<file path="config.mk">
export PLATFORM = sky130hd
export DESIGN_NAME = seq_borrow_sub_flat
export DESIGN_NICKNAME = d
export VERILOG_FILES = /design/src/rtl/seq_borrow_sub_if.sv /design/src/rtl/seq_borrow_sub.sv /design/src/flat_wrapper.sv
export SDC_FILE = /design/constraint.sdc
export NUM_CORES = 1
export LEC_CHECK = 0
export BUFFER_PORTS_ARGS = -buffer_cell sky130_fd_sc_hd__buf_2
export CELL_PAD_IN_SITES_DETAIL_PLACEMENT = 1
export CELL_PAD_IN_SITES_GLOBAL_PLACEMENT = 1
export CORE_AREA = 5 5 86 96
export CTS_BUF_LIST = sky130_fd_sc_hd__clkbuf_8
export CTS_CLUSTER_DIAMETER = 120
export CTS_CLUSTER_SIZE = 20
export DETAILED_ROUTE_END_ITERATION = 6
export DIE_AREA = 0 0 91 101
export GPL_ROUTABILITY_DRIVEN = 0
export PLACE_DENSITY_LB_ADDON = 0.05
export SETUP_SLACK_MARGIN = 0.4
export SLEW_MARGIN = 40
export SYNTH_ARGS = -nofsm -noshare
export SYNTH_HDL_FRONTEND = slang
export SYNTH_SLANG_ARGS = --single-unit
</file>
<file path="constraint.sdc">
create_clock -name clk -period 2.18 [get_ports clk]
set_input_delay 0.545 -clock clk [delete_from_list [all_inputs] [get_ports clk]]
set_output_delay 0.545 -clock clk [all_outputs]
set_load 0.02 [all_outputs]
</file>
<file path="src/rtl/seq_borrow_sub_if.sv">
`default_nettype none
// =============================================================================
// Module  : seq_borrow_sub_if
// Brief   : Operand/result handshake bundle for the sequential subtractor.
// Revision: 1.0
// =============================================================================
interface seq_borrow_sub_if #(
  parameter int WIDTH = 16
);
  logic             in_valid;
  logic             in_ready;
  logic [WIDTH-1:0] a;
  logic [WIDTH-1:0] b;
  logic             bin;
  logic             out_valid;
  logic             out_ready;
  logic [WIDTH-1:0] d;
  logic             bout;
  logic             zero;
  logic             ovf;

  modport master (
    output in_valid, a, b, bin, out_ready,
    input  in_ready, out_valid, d, bout, zero, ovf
  );

  modport slave (
    input  in_valid, a, b, bin, out_ready,
    output in_ready, out_valid, d, bout, zero, ovf
  );
endinterface
`default_nettype wire

</file>
<file path="src/rtl/seq_borrow_sub.sv">
`default_nettype none
// =============================================================================
// Module  : seq_borrow_sub
// Brief   : Multi-cycle subtractor, SLICE bits per clock with a registered borrow.
// Revision: 1.0
// =============================================================================
module seq_borrow_sub #(
  parameter int WIDTH = 16,
  parameter int SLICE = 4
) (
  input wire              clk,
  input wire              rst_n,
  seq_borrow_sub_if.slave bus
);

  localparam int               c_N    = WIDTH / SLICE;
  localparam int               c_CW   = (c_N > 1) ? $clog2(c_N) : 1;
  localparam logic [c_CW-1:0]  c_LAST = c_CW'(c_N - 1);

  localparam logic [1:0] c_IDLE = 2'd0;
  localparam logic [1:0] c_RUN  = 2'd1;
  localparam logic [1:0] c_DONE = 2'd2;

  logic [1:0]       r_state;
  logic [1:0]       w_next_state;
  logic             w_in_ready;
  logic             w_out_valid;

  logic [WIDTH-1:0] r_a;
  logic [WIDTH-1:0] r_b;
  logic [WIDTH-1:0] r_dw;
  logic             r_amsb;
  logic             r_bmsb;
  logic             r_borrow;
  logic [c_CW-1:0]  r_cnt;
  logic [WIDTH-1:0] r_d;
  logic             r_bout;
  logic             r_zero;
  logic             r_ovf;

  logic                   w_last;
  logic [SLICE:0]         w_sub;
  logic [WIDTH+SLICE-1:0] w_cat;
  logic [WIDTH-1:0]       w_dw_next;

  // Operands shift right one slice per cycle, so the active slice is always the low bits.
  assign w_last    = (r_cnt == c_LAST);
  assign w_sub     = {1'b0, r_a[SLICE-1:0]} - {1'b0, r_b[SLICE-1:0]} - (SLICE+1)'(r_borrow);
  assign w_cat     = {w_sub[SLICE-1:0], r_dw};
  assign w_dw_next = WIDTH'(w_cat >> SLICE);

  always_ff @(posedge clk or negedge rst_n) begin
    if (!rst_n) begin
      r_state <= c_IDLE;
    end else begin
      r_state <= w_next_state;
    end
  end

  always_comb begin
    w_next_state = r_state;
    case (r_state)
      c_IDLE:  if (bus.in_valid)  w_next_state = c_RUN;
      c_RUN:   if (w_last)        w_next_state = c_DONE;
      c_DONE:  if (bus.out_ready) w_next_state = c_IDLE;
      default: w_next_state = c_IDLE;
    endcase
  end

  always_comb begin
    w_in_ready  = (r_state == c_IDLE);
    w_out_valid = (r_state == c_DONE);
  end

  // Result registers only change when the final slice lands, so d stays stable across RUN.
  always_ff @(posedge clk or negedge rst_n) begin
    if (!rst_n) begin
      r_a      <= '0;
      r_b      <= '0;
      r_dw     <= '0;
      r_amsb   <= 1'b0;
      r_bmsb   <= 1'b0;
      r_borrow <= 1'b0;
      r_cnt    <= '0;
      r_d      <= '0;
      r_bout   <= 1'b0;
      r_zero   <= 1'b0;
      r_ovf    <= 1'b0;
    end else if (w_in_ready && bus.in_valid) begin
      r_a      <= bus.a;
      r_b      <= bus.b;
      r_amsb   <= bus.a[WIDTH-1];
      r_bmsb   <= bus.b[WIDTH-1];
      r_borrow <= bus.bin;
      r_cnt    <= '0;
    end else if (r_state == c_RUN) begin
      r_a      <= r_a >> SLICE;
      r_b      <= r_b >> SLICE;
      r_dw     <= w_dw_next;
      r_borrow <= w_sub[SLICE];
      if (w_last) begin
        r_d    <= w_dw_next;
        r_bout <= w_sub[SLICE];
        r_zero <= (w_dw_next == '0);
        r_ovf  <= (r_amsb != r_bmsb) && (w_dw_next[WIDTH-1] != r_amsb);
      end else begin
        r_cnt  <= r_cnt + c_CW'(1);
      end
    end
  end

  assign bus.in_ready  = w_in_ready;
  assign bus.out_valid = w_out_valid;
  assign bus.d         = r_d;
  assign bus.bout      = r_bout;
  assign bus.zero      = r_zero;
  assign bus.ovf       = r_ovf;

endmodule
`default_nettype wire

</file>
<file path="src/flat_wrapper.sv">
// flat-port wrapper written by rule: the top's interface ports become plain ports
module seq_borrow_sub_flat 
#(
  parameter int WIDTH = 16,
  parameter int SLICE = 4
)
  (clk, rst_n, bus_in_valid, bus_a, bus_b, bus_bin, bus_out_ready, bus_in_ready, bus_out_valid, bus_d, bus_bout, bus_zero, bus_ovf);
  seq_borrow_sub_if #(.WIDTH(WIDTH)) bus_i ();
  input wire clk;
  input wire rst_n;
  input wire logic [$bits(bus_i.in_valid)-1:0] bus_in_valid;
  input wire logic [$bits(bus_i.a)-1:0] bus_a;
  input wire logic [$bits(bus_i.b)-1:0] bus_b;
  input wire logic [$bits(bus_i.bin)-1:0] bus_bin;
  input wire logic [$bits(bus_i.out_ready)-1:0] bus_out_ready;
  output wire logic [$bits(bus_i.in_ready)-1:0] bus_in_ready;
  output wire logic [$bits(bus_i.out_valid)-1:0] bus_out_valid;
  output wire logic [$bits(bus_i.d)-1:0] bus_d;
  output wire logic [$bits(bus_i.bout)-1:0] bus_bout;
  output wire logic [$bits(bus_i.zero)-1:0] bus_zero;
  output wire logic [$bits(bus_i.ovf)-1:0] bus_ovf;
  assign bus_i.in_valid = bus_in_valid;
  assign bus_i.a = bus_a;
  assign bus_i.b = bus_b;
  assign bus_i.bin = bus_bin;
  assign bus_i.out_ready = bus_out_ready;
  assign bus_in_ready = bus_i.in_ready;
  assign bus_out_valid = bus_i.out_valid;
  assign bus_d = bus_i.d;
  assign bus_bout = bus_i.bout;
  assign bus_zero = bus_i.zero;
  assign bus_ovf = bus_i.ovf;
  seq_borrow_sub #(.WIDTH(WIDTH), .SLICE(SLICE)) u_core (.clk(clk), .rst_n(rst_n), .bus(bus_i));
endmodule
</file>
# After elaboration in Yosys (flattened, before gate mapping)
# Index checks and enable logic that the tools add are counted.
[classes] eq_ne=9 bitwise=1 reduce_logical=9 shifts=0 mux=13 n_addsub=3 n_mul=0 n_lt_le_gt_ge=0 n_div=0
[op_table] op="16-bit two-way mux" count=4
[op_table] op="16-bit zero test" count=1
[op_table] op="2-bit two-way mux" count=6
[op_table] op="2-bit inequality test (second input constant)" count=3
[op_table] op="2-bit case mux with 3 select lines" count=1
[op_table] op="3-bit AND reduction" count=2
[op_table] op="4-bit by 4-bit subtractor with 5-bit output" count=1
[op_table] op="5-bit by 1-bit subtractor with 5-bit output" count=1
[op_table] op="2-bit == test (second input constant)" count=2
[op_table] op="2-bit AND reduction" count=2
[op_table] op="2-bit by 1-bit adder with 2-bit output (second input constant)" count=1
[op_table] op="2-bit by 1-bit == test with 1-bit output (second input constant)" count=1
[op_table] op="1-bit logical AND" count=2
[op_table] op="2-bit zero test" count=1
[op_table] op="1-bit two-way mux" count=2
[op_table] op="1-bit inequality test" count=2
[op_table] op="2-bit by 1-bit inequality test with 1-bit output (second input constant)" count=1
[op_table] op="2-bit nonzero test" count=1
[op_table] op="1-bit NOT" count=1
[word_totals] mem_count=0 latch_bits=0 mem_bits_ro=0 out_inout_bits=21 ram_bits=0 register_bits=74

# Logic depth before layout (Yosys ltp)
# Gate-level depths: netlist of run 1.
[logic_depth] word_depth=4 depth_mapped=8

# Worst setup path before layout of run 1
# Ideal clock, no wire load.
[synth_path] path_kind="register to register" from="register u_core.r_borrow" to="register u_core.r_ovf, in the netlist u_core.bus.ovf" arrival_time_ps=1884 n_path_buf=0 setup_slack_ps=210 setup_time_ps=87 path_stages_with_launch=9 required_time_ps=2093 path_cell_list="dfrtp_1 inv_1 fa_1 inv_1 ha_1 o21ai_0 a21boi_0 or2_2 o211ai_1"
[synth_via] elab_chain_cells=3
[synth_rtl] item="start, declared" line_no="seq_borrow_sub.sv:34" text="logic r_borrow;"
[synth_rtl] item="start signal, assigned" line_no="seq_borrow_sub.sv:94" text="r_borrow <= bus.bin;"
[synth_rtl] item="start signal, assigned" line_no="seq_borrow_sub.sv:100" text="r_borrow <= w_sub[SLICE];"
[synth_rtl] item="5-bit by 1-bit subtractor with 5-bit output" line_no="seq_borrow_sub.sv:48" text="assign w_sub = {1'b0, r_a[SLICE-1:0]} - {1'b0, r_b[SLICE-1:0]} - (SLICE+1)'(r_borrow);"
[synth_rtl] item="1-bit inequality test" line_no="seq_borrow_sub.sv:105" text="r_ovf <= (r_amsb != r_bmsb) && (w_dw_next[WIDTH-1] != r_amsb);"
[synth_rtl] item="1-bit logical AND" line_no="seq_borrow_sub.sv:105"
[synth_rtl] item="end signal, assigned" line_no="seq_borrow_sub.sv:105"
[synth_rtl] item="end, declared" line_no="seq_borrow_sub.sv:39" text="logic r_ovf;"
# Every way passes these cells.
# A chain may end at the register's enable or synchronous reset.

# Final worst setup path of run 1
[layout_path] from="register u_core.r_a[0]" to="register u_core.r_ovf, in the netlist u_core.bus.ovf"
[layout_via] elab_chain_cells=4
[layout_rtl] item="start, declared" line_no="seq_borrow_sub.sv:29" text="logic [WIDTH-1:0] r_a;"
[layout_rtl] item="start signal, assigned" line_no="seq_borrow_sub.sv:90" text="r_a <= bus.a;"
[layout_rtl] item="start signal, assigned" line_no="seq_borrow_sub.sv:97" text="r_a <= r_a >> SLICE;"
[layout_rtl] item="4-bit by 4-bit subtractor with 5-bit output" line_no="seq_borrow_sub.sv:48"
[layout_rtl] item="5-bit by 1-bit subtractor with 5-bit output" line_no="seq_borrow_sub.sv:48"
[layout_rtl] item="1-bit inequality test" line_no="seq_borrow_sub.sv:105"
[layout_rtl] item="1-bit logical AND" line_no="seq_borrow_sub.sv:105"
# Every way passes these cells.

==> results.md, run 1 <==
- The depth of the worst register-to-register path is 6.
- The floorplan has 33 rows.
- The number of logic stages on the critical path including buffering is 6.
- The kind of path behind the tightest hold check is in -> async.
- The synthesized area divided by synthesized cell count is 10.47 um2.
- Buffers inserted during clock tree synthesis total 9.
- For the worst setup path, the data arrival time is 2.18 ns.
- The number of antenna diodes in the final layout is 0.
- The total count of hold-check failures in the final report is 0.
- The analysis attributes to cell leakage a power of 1.877 nW.
- For this run, design rule violations remaining after detail routing come to 0.
- STA classifies the critical path endpoint as a flop.
- The largest single stage delay on the critical path is 0.59 ns.
- Timing would allow up to 515.7 MHz.
- The clock latency at the later pin of the worst-skew pair is 0.33 ns.
- The count of input and output buffers is 57.
- The detail route stage leaves a number of antenna-violating nets equal to 0.
- The worst max-slew margin expressed relative to the limit is 67.83%.
- Setup repair after global routing could not meet its margin everywhere.
- The via count of the first global-routing pass is 2505.
- The global-route usage over all layers is 16.61%.
- After synthesis, flip-flops and latches occupy 57.49% of the total area.
- The final worst-path cycle share is 88.94%.
- The largest individual stage delay along the critical path comes from the cell fa_2.
- In this run the power density over the cells is 1681 mW/mm2.
- The element type at the critical path start is a flop.
- The number of nets in the finished design is 396.
- Max-cap violations in this run came to 0.
- In this run the worst path has a maximum fanout of 3.
- In this run, distinct cell masters in the synthesized netlist total 34.
- The average wire length per cell after detail routing is 15.70 um.
- TritonCTS built the clock tree.
- By startpoint and endpoint, the worst setup path is classified as reg -> reg.
- The cell at the root of the clock tree is clkbuf_8.
- The total of warnings raised by yosys is 0.
- After detailed routing, the total wire length is 6938 um.
- Dividing the detail-routed via count by the number of cells gives 5.222.
- Summing all placed instances gives a cell area of 0.003438 mm2.
- After routing the design area is 0.003702 mm2.
- Setup violations remaining at the end of the flow were counted as 0.
- Across the VDD grid, the largest voltage drop is 609.2 uV.
- Detailed routing inserted a total of 2308 vias.
- The cell family contributing the most delay on the critical path is adder cells.
- The core area is 0.007226 mm2.
- The flow ran to the end, and the final reports show no timing, DRC or antenna violations.
- For the pin with the worst max-slew slack, the measured transition is 0.4826 ns.
- The total buffers and inverters traversed by the critical path is 0.
- The number of hold buffers added after CTS was 0.
- The detailed router finished its first iteration with 51 violations.
- For the finished layout, the period the worst path requires is 1.939 ns.
- The instance count of the mapped netlist is 291.
- The width of the die is 91 um.
- The clock net sink count is 70.
- For the final routed database, the setup TNS stands at 0 ns.
- For this configuration, the core starts out at a cell density of 42.16%.
- Traced cell by cell, the critical path runs through fa_2 -> ha_1 -> o21ai_2 -> and3b_1 -> or2_4 -> o211ai_1.
- The data required time at the worst endpoint is 2.42 ns.
- The maximum clock insertion buffer count is 2.
- The number of flip-flops and latches in the synthesized netlist is 70.
- For this run the aggregate overflow at the end of global routing stands at 0.
- The pre-antenna-repair detailed-routing pass consisted of 4 iterations.
- The top cell types in the final layout, fill and taps aside, are 86 x nand2_1, 69 x dfrtp_1, 56 x buf_2.
- The final max-slew violation count is 0.
- The number of H-tree levels is 3.
- The layout cell share with drive strength beyond 1 is 32.96%.
- Pin placement for this block handled 58 I/O pins.
- The height of the chip is 101 um.
- Entering global routing, the biggest net connects 71 pins.
- The post-DP HPWL is 4851 um.
- The number of antenna violations at the first check in global routing was 0.
- The clock-pin slew of the registers on the worst-case setup and hold paths is 0.07 ns.
- The floorplan die area is 0.009191 mm2.
- The synthesized netlist net count is 337.
- The area growth from synthesis to layout is 21.52%.
- The global-route wire length before repair is 12280 um.
- The synthesized netlist occupies a cell area of 0.003047 mm2.
- The most common library cell in the layout ignoring fill and taps is nand2_1.
- On the final layout, the worst clock skew is 0.009665 ns.
[power by group]
part / switching, mW / internal, mW
clock: 0.472 / 0.581
sequential: 0.400 / 1.89
combinational: 1.66 / 1.22
[state kept, by name (all words and copies together) (netlist names)]
name / count
u_core.r_amsb: 1
u_core.r_borrow: 1
u_core.r_cnt: 2
u_core.r_dw: 12
u_core.r_b: 16
u_core.bus.zero: 1
u_core.bus.d: 16
u_core.bus.bout: 1
u_core.r_bmsb: 1
u_core.bus.ovf: 1
u_core.r_a: 16
u_core.r_state: 2
[what timing repair did]
| item | 4_1_cts | 5_1_grt |
|---|---|---|
| setup endpoints to repair | 6 | 20 |
| resized for setup | 11 | 9 |
| pin swaps | 2 | 5 |
| setup buffers | 1 | 0 |
[kinds of logic after synthesis]
family	count (synthesis)	synth area share, %
xor+xnor	4	1.150
mux	14	5.174
flops	70	57.49
simple gates	114	16.30
buf+inv	28	4.025
fa+ha+maj	9	4.189
compound gates	52	11.66
[layout make-up]
| class | count | area [um2] |
|---|---|---|
| repair buffers | 65 | 360.3 |
| well taps | 87 | 108.9 |
| flip-flops and latches | 70 | 1753 |
| multi-input cells | 193 | 1237 |
| clock buffers | 11 | 151.4 |
| clock inverters | 5 | 50.05 |
| fillers | 858 | 3523 |
| inverters | 11 | 41.29 |
[per-stage QoR]
stage | instances | util (%) | hold slack [ns] | worst slack (ns) | power (mW)
2_1_floorplan | 291 | - | 0.2494 | 0.3746 | 4.160
3_3_place_gp | 425 | 47.58 | 0.4597 | 0.2417 | 4.897
3_5_place_dp | 425 | 47.58 | 0.4661 | 0.2164 | 5.014
4_1_cts | 442 | 50.91 | 0.2343 | 0.2555 | 6.266
5_1_grt | 442 | 51.24 | 0.2260 | 0.1901 | 6.794
6_report | 442 | 51.24 | 0.2231 | 0.2411 | 6.224
[path summary, 6_finish.rpt]
kind / start / to / slack [ns]
min in group clk: bus_out_ready / u_core.r_state[1] / 0.41
worst max-delay path: u_core.r_a[0] / u_core.bus.ovf / 0.24
worst min-delay path: rst_n / u_core.bus.d[4] / 0.22
worst min register to register: u_core.r_a[11] / u_core.r_a[11] / 0.48
worst max register to register: u_core.r_a[0] / u_core.bus.ovf / 0.24
max in group asynchronous: rst_n / u_core.r_state[0] / 1.64
[per-layer routing]
metal / track usage, % / share of wire, % / routed length [um]
met1: 21.32 / 44 / 3054
met2: 27.03 / 50 / 3475
met3: 4.257 / 4.5 / 311
met4: 6.433 / 1.4 / 97
met5: 0 / 0 / 0
[Yosys cell counts]
cell type | count | share of area [%]
and3_1 | 1 | 0.21
mux2_2 | 14 | 5.2
xnor2_1 | 3 | 0.86
a22o_1 | 2 | 0.58
clkbuf_1 | 5 | 0.62
nor3_1 | 5 | 0.82
nor2_1 | 6 | 0.74
ha_1 | 7 | 2.9
a22oi_1 | 20 | 4.9
nor3_2 | 1 | 0.33
buf_4 | 1 | 0.25
xor2_1 | 1 | 0.29
nor3b_2 | 1 | 0.41
fa_1 | 2 | 1.3
a21oi_1 | 2 | 0.33
a221o_1 | 5 | 1.6
inv_1 | 11 | 1.4
or2_2 | 2 | 0.41
or3b_1 | 1 | 0.29
a21boi_0 | 1 | 0.25
nand2_1 | 87 | 11
o31ai_2 | 1 | 0.41
buf_2 | 11 | 1.8
nand3b_1 | 1 | 0.25
and3b_1 | 1 | 0.29
nor3b_1 | 1 | 0.25
o21ai_0 | 20 | 3.3
nand4_1 | 1 | 0.21
nor4_1 | 1 | 0.21
nor2b_1 | 2 | 0.41
or4_4 | 1 | 0.37
dfrtp_1 | 70 | 57
o211ai_1 | 1 | 0.25
nand2b_1 | 2 | 0.41
(Power assumes the default switching activity.)
==> inputs of run 2 (changes only) <==
- PLACE_DENSITY: not set -> 0.81
- PLACE_DENSITY_LB_ADDON: 0.05 -> not set
==> results.md, run 2 (synthesis gave the netlist of run 1 again) <==
- The flow ran to the end, and the final reports show no timing, DRC or antenna violations.
- The number of nets in the finished design came to 400 (+1.0%).
- The worst-case setup margin in the final layout was 0.2687 ns (+0.02761 ns).
- The antenna diode instance count came to 0 (unchanged).
- The global-route usage over all layers is 17.69% (+1.1 points).
- The count of hold buffers inserted by post-cts repair is 0 (unchanged).
- The remaining global-route overflow is 0 (unchanged).
- The measured slew at the worst slew-check pin is 0.6614 ns (+0.1788 ns).
- The shortest clock period the worst path allows after layout is 1.911 ns (-0.02761 ns).
- The post-DP HPWL is 5313 um (+9.5%).
- The count of input and output buffers is 57 (unchanged).
- The core area is 0.007226 mm2 (unchanged).
- The total routed wirelength is 7618 um (+9.8%).
- The number of antenna violations at the first check in global routing is 0 (unchanged).
- The largest net degree at the start of global routing is 34 (-52%).
- The via count of the first global-routing pass is 2648 (+5.7%).
- The worst max-slew margin expressed relative to the limit was 55.91% (-12 points).
- The cell at the root of the clock tree is clkbuf_8.
- The number of inserted filler cells in the final layout came to 836 (-2.6%).
- The final max-slew violation count was 0 (unchanged).
- The mean number of vias per cell was 5.325 (+2.0%).
- The met3 wirelength from detailed routing came to 414 um (+33%).
- The global-route wire length before repair was 12960 um (+5.6%).
- The total count of hold-check failures in the final report is 0 (unchanged).
- Traced cell by cell, the critical path runs through fa_2 -> ha_1 -> o21ai_2 -> and3b_1 -> or2_4 -> o211ai_1.
- The type of the worst setup path is reg -> reg.
- Relative to the synthesized area, the layout overhead comes to 21.77%.
- The kind of path behind the tightest hold check is in -> async.
- The clock latency at the later pin of the worst-skew pair is 0.36 ns (+0.03 ns).
- The total of max-cap violations is 0 (unchanged).
- The register area came to 0.001754 mm2 (about the same).
- The cell total after placement was 428 (+0.71%).
- The final worst-path cycle share is 87.68% (-1.3 points).
- The highest cell delay on the worst timing path is 0.58 ns (about the same).
- The number of H-tree levels is 3 (unchanged).
- The maximum clock insertion buffer count is 2 (unchanged).
- The floorplan row count is 33 (unchanged).
- The routed length on met1 is 3171 um (+3.8%).
- The cell area reported after detailed placement came to 0.003473 mm2 (+1.0%).
- The layout cell share with drive strength beyond 1 is 31.75% (-1.2 points).
- The floorplan die area came to 0.009191 mm2 (unchanged).
- STA classifies the critical path endpoint as a flop.
- The count of final setup violators is 0 (unchanged).
- The leakage power total came to 1.879 nW (+0.12%).
- The summed negative setup slack over all endpoints came to 0 ns (unchanged).
- The highest fanout seen on the critical path came to 3 (unchanged).
- The tightest hold margin was 0.2167 ns (-0.006417 ns).
- The worst register-to-register path begins at u_core.r_a[0].
- The met2 routed wirelength is 3918 um (+13%).
- The power density over cell area is 1674 mW/mm2 (-0.40%).
- The clock net sink count came to 70 (unchanged).
- The total non-filler cell area in the finished layout is 0.003710 mm2 (+0.20%).
- The library cells used most frequently in the layout, excluding fill and tap cells, are 87 x nand2_1, 68 x dfrtp_1, 57 x buf_2.
- The highest routing layer actually used is met4.
- On the critical path, the stage with the largest delay is an instance of fa_2.
- The TritonCTS buffer count is 9 (unchanged).
- TritonCTS built the clock tree.
- The worst clock skew came to 0.01540 ns (+0.005730 ns).
- The initial core utilization is 42.16% (unchanged).
- The width of the die is 91 um (unchanged).
- The average wire length per cell after detail routing was 17.08 um (+8.8%).
- The signal arrival time at the worst endpoint is 2.18 ns (about the same).
- The number of nets with antenna violations after routing was 0 (unchanged).
- Setup repair after global routing could not meet its margin everywhere.
- Leaving out fill and tap cells, the most frequent cell in the layout is nand2_1.
- The final total power is 6.211 mW (-0.20%).
- The total vias in the final route came to 2375 (+2.9%).
- The total buffers and inverters traversed by the critical path is 0 (unchanged).
- The post-route non-filler standard cell count is 446 (+0.90%).
- The worst slack at placement was 0.2229 ns (+0.006463 ns).
- The I/O pin count is 58 (unchanged).
- The element type at the critical path start is a flop.
- The utilization after layout is 51.34% (+0.10 points).
- The kind of cell adding the most delay to the critical path is adder cells.
- The DRC violation count after routing is 0 (unchanged).
- The area taken by multi-input logic gates is 0.001199 mm2 (-3.1%).
- The start point of the critical path is u_core.r_a[0].
- The number of optimization iterations in the first detailed-route pass is 4 (unchanged).
- The clock-pin slew of the registers on the worst-case setup and hold paths is 0.09 ns (+0.02 ns).
- The upper clock frequency limit is 523.2 MHz (+1.4%).
- The violation count after the first detailed-routing iteration is 71 (+39%).
- The data required time at the worst endpoint is 2.45 ns (+0.03 ns).
- The height of the chip is 101 um (unchanged).
- The largest voltage drop on the vdd net is 655.1 uV (+7.5%).
==> run 2: cell types whose count changed in the layout (fill, tap and decap cells not counted), moves of 2 or more <==
| cell | previous run | this run |
|---|---|---|
| xnor2_2 | 2 | 0 |
| inv_2 | 4 | 1 |
| clkinv_4 | 0 | 2 |
| xnor2_1 | 1 | 3 |
| buf_4 | 8 | 10 |
==> run 2: cell type report <==
cell class | count | area share, %
Clock buffer | 10 | 3.710
Clock inverter | 6 | 1.855
Inverter | 11 | 1.113
Multi-Input combinational cell | 193 | 32.31
Sequential cell | 70 | 47.28
Tap cell | 87 | 2.934
Timing Repair Buffer | 69 | 10.79
==> run 2: metal layers <==
metal,up-vias,track usage [%]
met5,-,0
met4,0,7.901
met3,12,3.734
met2,62,30.19
met1,1199,21.55
li1,1102,-
==> run 2: power breakdown <==
group / leakage (nW) / switching (mW) / internal, mW
Clock: 0.103 / 0.533 / 0.565
Combinational: 0.892 / 1.67 / 1.16
Sequential: 0.884 / 0.397 / 1.89
==> run 2: worst paths after layout <==
kind / endpoint / slack, ns / cells after the start
hold reg to reg: u_core.r_a[11] / 0.48 / 2
setup reg to reg: u_core.bus.ovf / 0.27 / 6
hold / removal: u_core.r_a[1] / 0.22 / 1
max in group asynchronous: u_core.r_b[0] / 1.39 / 2
min in group clk: u_core.r_state[1] / 0.39 / 2
setup / recovery: u_core.bus.ovf / 0.27 / 6
==> run 2: what timing repair did <==
item | in CTS | in global routing
endpoints found under the setup margin | 6 | 7
buffers inserted | 0 | 2
gates resized for setup | 5 | 6
==> run 2: worst reg2reg max path, delay by kind of cell, from the launching register on <==
kind                     cells  cell delay [ns]
AO/OA/AOI/OAI                2             0.22
adder cells (fa/ha/maj)      2             0.75
flip-flops                   1             0.40
AND/OR/NAND/NOR              2             0.46
==> inputs of run 3 (changes only) <==
- ABC_AREA: not set -> 1
- CORE_AREA: 5 5 86 96 -> 5 5 87 97
- DIE_AREA: 0 0 91 101 -> 0 0 92 102
- PLACE_DENSITY: 0.81 -> 0.82
==> results.md, run 3 <==
- The upper clock frequency limit is 530.8 MHz (+1.5%).
- The count of flip-flops with a built-in enable after synthesis is 0 (unchanged).
- The highest fanout seen on the critical path came to 3 (unchanged).
- The number of antenna violations at the first check in global routing is 0 (unchanged).
- The depth of the worst register-to-register path is 9 (+3).
- The I/O pin count is 58 (unchanged).
- The power density over cell area came to 1759 mW/mm2 (+5.0%).
- The total of warnings raised by yosys is 0 (unchanged).
- The area growth from synthesis to layout is 21.89%.
- The cell at the root of the clock tree is clkbuf_8.
- The violation count after the first detailed-routing iteration came to 55 (-23%).
- The global-route wire length before repair is 12920 um (-0.32%).
- The clock net sink count is 70 (unchanged).
- The top-area cell type share of the netlist area came to 56.86% (-0.63 points).
- The height of the chip is 102 um (+0.99%).
- The most frequent cell after synthesis is nand2_1.
- The worst clock skew is 0.01403 ns (-0.001368 ns).
- The TritonCTS buffer count is 9 (unchanged).
- The instance count of the mapped netlist came to 339 (+16%).
- The total vias in the final route was 2538 (+6.9%).
- The synthesized design spends more area on one cell type than any other, namely dfrtp_1.
- The worst register-to-register path ends at u_core.bus.ovf.
- The element type at the critical path start is a flop.
- The worst max-slew margin expressed relative to the limit came to 58.65% (+2.7 points).
- Yosys attributes the largest share of cell area to dfrtp_1 57%, nand2_1 13%, nand3_1 5.8%.
- Counting instances in the post-synthesis netlist gives the leading cell types as 104 x nand2_1, 70 x dfrtp_1, 36 x nand3_1.
- The antenna diode instance count is 0 (unchanged).
- The total routed wirelength is 7755 um (+1.8%).
- The count of final setup violators came to 0 (unchanged).
- The most common library cell in the layout ignoring fill and taps is nand2_1.
- The measured slew at the worst slew-check pin is 0.6203 ns (-0.04115 ns).
- The data required time at the worst endpoint is 2.43 ns (-0.02 ns).
- The width of the die is 92 um (+1.1%).
- The number of flip-flops and latches in the synthesized netlist came to 70 (unchanged).
- The startpoint of the most critical register-to-register path is u_core.r_a[0].
- The core area is 0.007350 mm2 (+1.7%).
- The number of optimization iterations in the first detailed-route pass is 4 (unchanged).
- The sequential element share of the synthesized area is 56.86% (-0.63 points).
- The number of distinct library cell variants in the gate-level netlist after synthesis is 26 (-24%).
- The post-DP HPWL is 5370 um (+1.1%).
- The largest net degree at the start of global routing is 37 (+8.8%).
- The DRC violation count after routing is 0 (unchanged).
- The count of input and output buffers came to 57 (unchanged).
- The synthesized cell area is 0.003080 mm2 (+1.1%).
- The initial core utilization is 41.91% (-0.25 points).
- The floorplan die area is 0.009384 mm2 (+2.1%).
- The floorplan row count was 33 (unchanged).
- The leakage power total came to 1.918 nW (+2.1%).
- In the layout the commonest cells are 99 x nand2_1, 70 x dfrtp_1, 57 x buf_2.
- The summed negative setup slack over all endpoints is 0 ns (unchanged).
- The final max-slew violation count is 0 (unchanged).
- The dominant synthesized flop cell is dfrtp_1.
- The synthesized area divided by synthesized cell count is 9.087 um2 (-13%).
- The maximum clock insertion buffer count is 2 (unchanged).
- The flow ran to the end, and the final reports show no timing, DRC or antenna violations.
- The shortest clock period the worst path allows after layout is 1.884 ns (-0.02753 ns).
- The total of max-cap violations was 0 (unchanged).
- The synthesized netlist net count is 385 (+14%).
- The number of nets with antenna violations after routing is 0 (unchanged).
- The remaining global-route overflow came to 0 (unchanged).
- The count of hold buffers inserted by post-cts repair was 0 (unchanged).
- TritonCTS built the clock tree.
- The final worst-path cycle share came to 86.41% (-1.3 points).
- The clock-pin slew of the registers on the worst-case setup and hold paths is 0.08 ns (about the same).
- The kind of path behind the tightest hold check is in -> async.
- The endpoint class of the critical path is a flop.
- The type of the worst setup path is reg -> reg.
- The total count of hold-check failures in the final report is 0 (unchanged).
- The average wire length per cell after detail routing is 15.76 um (-7.7%).
- The largest voltage drop on the vdd net was 686.9 uV (+4.8%).
- The worst-case register-to-register setup slack is 0.30 ns (+0.03 ns).
- The mean number of vias per cell is 5.159 (-3.1%).
- The proportion of synthesized flip-flops having asynchronous set or reset is 100.0% (unchanged).
- Setup repair after global routing could not meet its margin everywhere.
- The via count of the first global-routing pass came to 2769 (+4.6%).
- The final total power is 6.603 mW (+6.3%).
- The layout cell share with drive strength beyond 1 is 24.20% (-7.6 points).
- The signal arrival time at the worst endpoint is 2.13 ns (-0.05 ns).
- The number of inserted filler cells in the final layout is 880 (+5.3%).
- The global-route usage over all layers was 17.81% (+0.12 points).
- The number of nets in the finished design came to 446 (+12%).
- The number of H-tree levels is 3 (unchanged).
- The clock latency at the later pin of the worst-skew pair was 0.36 ns (about the same).
-- run 3: cell count changes after synthesis, moves of 4 or more --
cell,change
o211ai_1,+11
a221o_1,-5
o21ai_1,+12
o221ai_1,+5
nor3_1,-4
mux2_2,-14
o21ai_0,-5
inv_1,+24
a22oi_1,-20
buf_2,-5
nand3_1,+36
nand2_1,+17
-- run 3: worst max-delay path by stage --
stage | from | end | slack (ns) | depth (start not counted)
3_5_place_dp | u_core.r_borrow | u_core.r_dw[15] | 0.24 | 9
6_report | u_core.r_a[0] | u_core.bus.ovf | 0.30 | 9
3_3_place_gp | u_core.r_borrow | u_core.bus.zero | 0.34 | 10
4_1_cts | u_core.r_a[0] | u_core.bus.zero | 0.30 | 7
2_1_floorplan | u_core.r_borrow | u_core.bus.zero | 0.42 | 10
5_1_grt | u_core.r_a[0] | u_core.bus.zero | 0.19 | 9
-- run 3: power by group --
group	leakage (nW)	switching [mW]	internal, mW	total [mW]
registers	0.884	0.304	1.89	2.20
logic	0.914	2.02	1.11	3.12
clock network	0.120	0.521	0.763	1.28
total	1.92	2.84	3.76	6.60
-- run 3: per-stage QoR --
step	area [um2]	instances	utilization [%]	hold slack, ns	setup slack (ns)
4_1_cts	3737	492	50.85	0.2037	0.2999
5_1_grt	3755	492	51.09	0.2406	0.1894
3_3_place_gp	3453	474	46.99	0.4502	0.3414
2_1_floorplan	3080	339	-	0.2494	0.4224
6_report	3755	492	51.09	0.2003	0.2962
3_5_place_dp	3453	474	46.99	0.4609	0.2397
-- run 3: timing repair --
| item | 4_1_cts | 5_1_grt |
|---|---|---|
| setup buffers | 2 | 0 |
| pin swaps | 6 | 0 |
| resized for setup | 8 | 5 |
| setup endpoints to repair | 7 | 7 |
-- run 3: critical path, cell delays in order (launching register included) --
cell	delay [ns]
dfrtp_1	0.41
fa_1	0.57
inv_1	0.05
ha_2	0.18
o21ai_4	0.15
nand2_2	0.11
nand2_2	0.11
nand3_1	0.08
nand3_1	0.07
nand2_1	0.05
-- run 3: cells by family (layout without fill, tap and decap cells) --
family / after synthesis / in the layout / synth area share (%)
compound gates: 49 / 49 / 9.830
fa+ha+maj: 9 / 9 / 4.143
flops: 70 / 70 / 56.86
buf+inv: 53 / 119 / 7.189
xor+xnor: 4 / 4 / 1.137
simple gates: 154 / 154 / 20.84
-- run 3: layout make-up --
type	instances	area, um2	area share, %
sequential	70	1752	46.65
multi-input combinational	216	1150	30.62
timing repair buffer	65	357.8	9.530
inverter	38	142.6	3.799
clock buffer	9	123.9	3.299
clock inverter	7	120.1	3.199
tap	87	108.9	2.899
-- run 3: layer usage --
metal | global-route usage [%] | wire (um)
met1 | 20.23 | 3233
met2 | 31.91 | 3990
met3 | 3.093 | 315
met4 | 10.06 | 216
met5 | 0 | 0
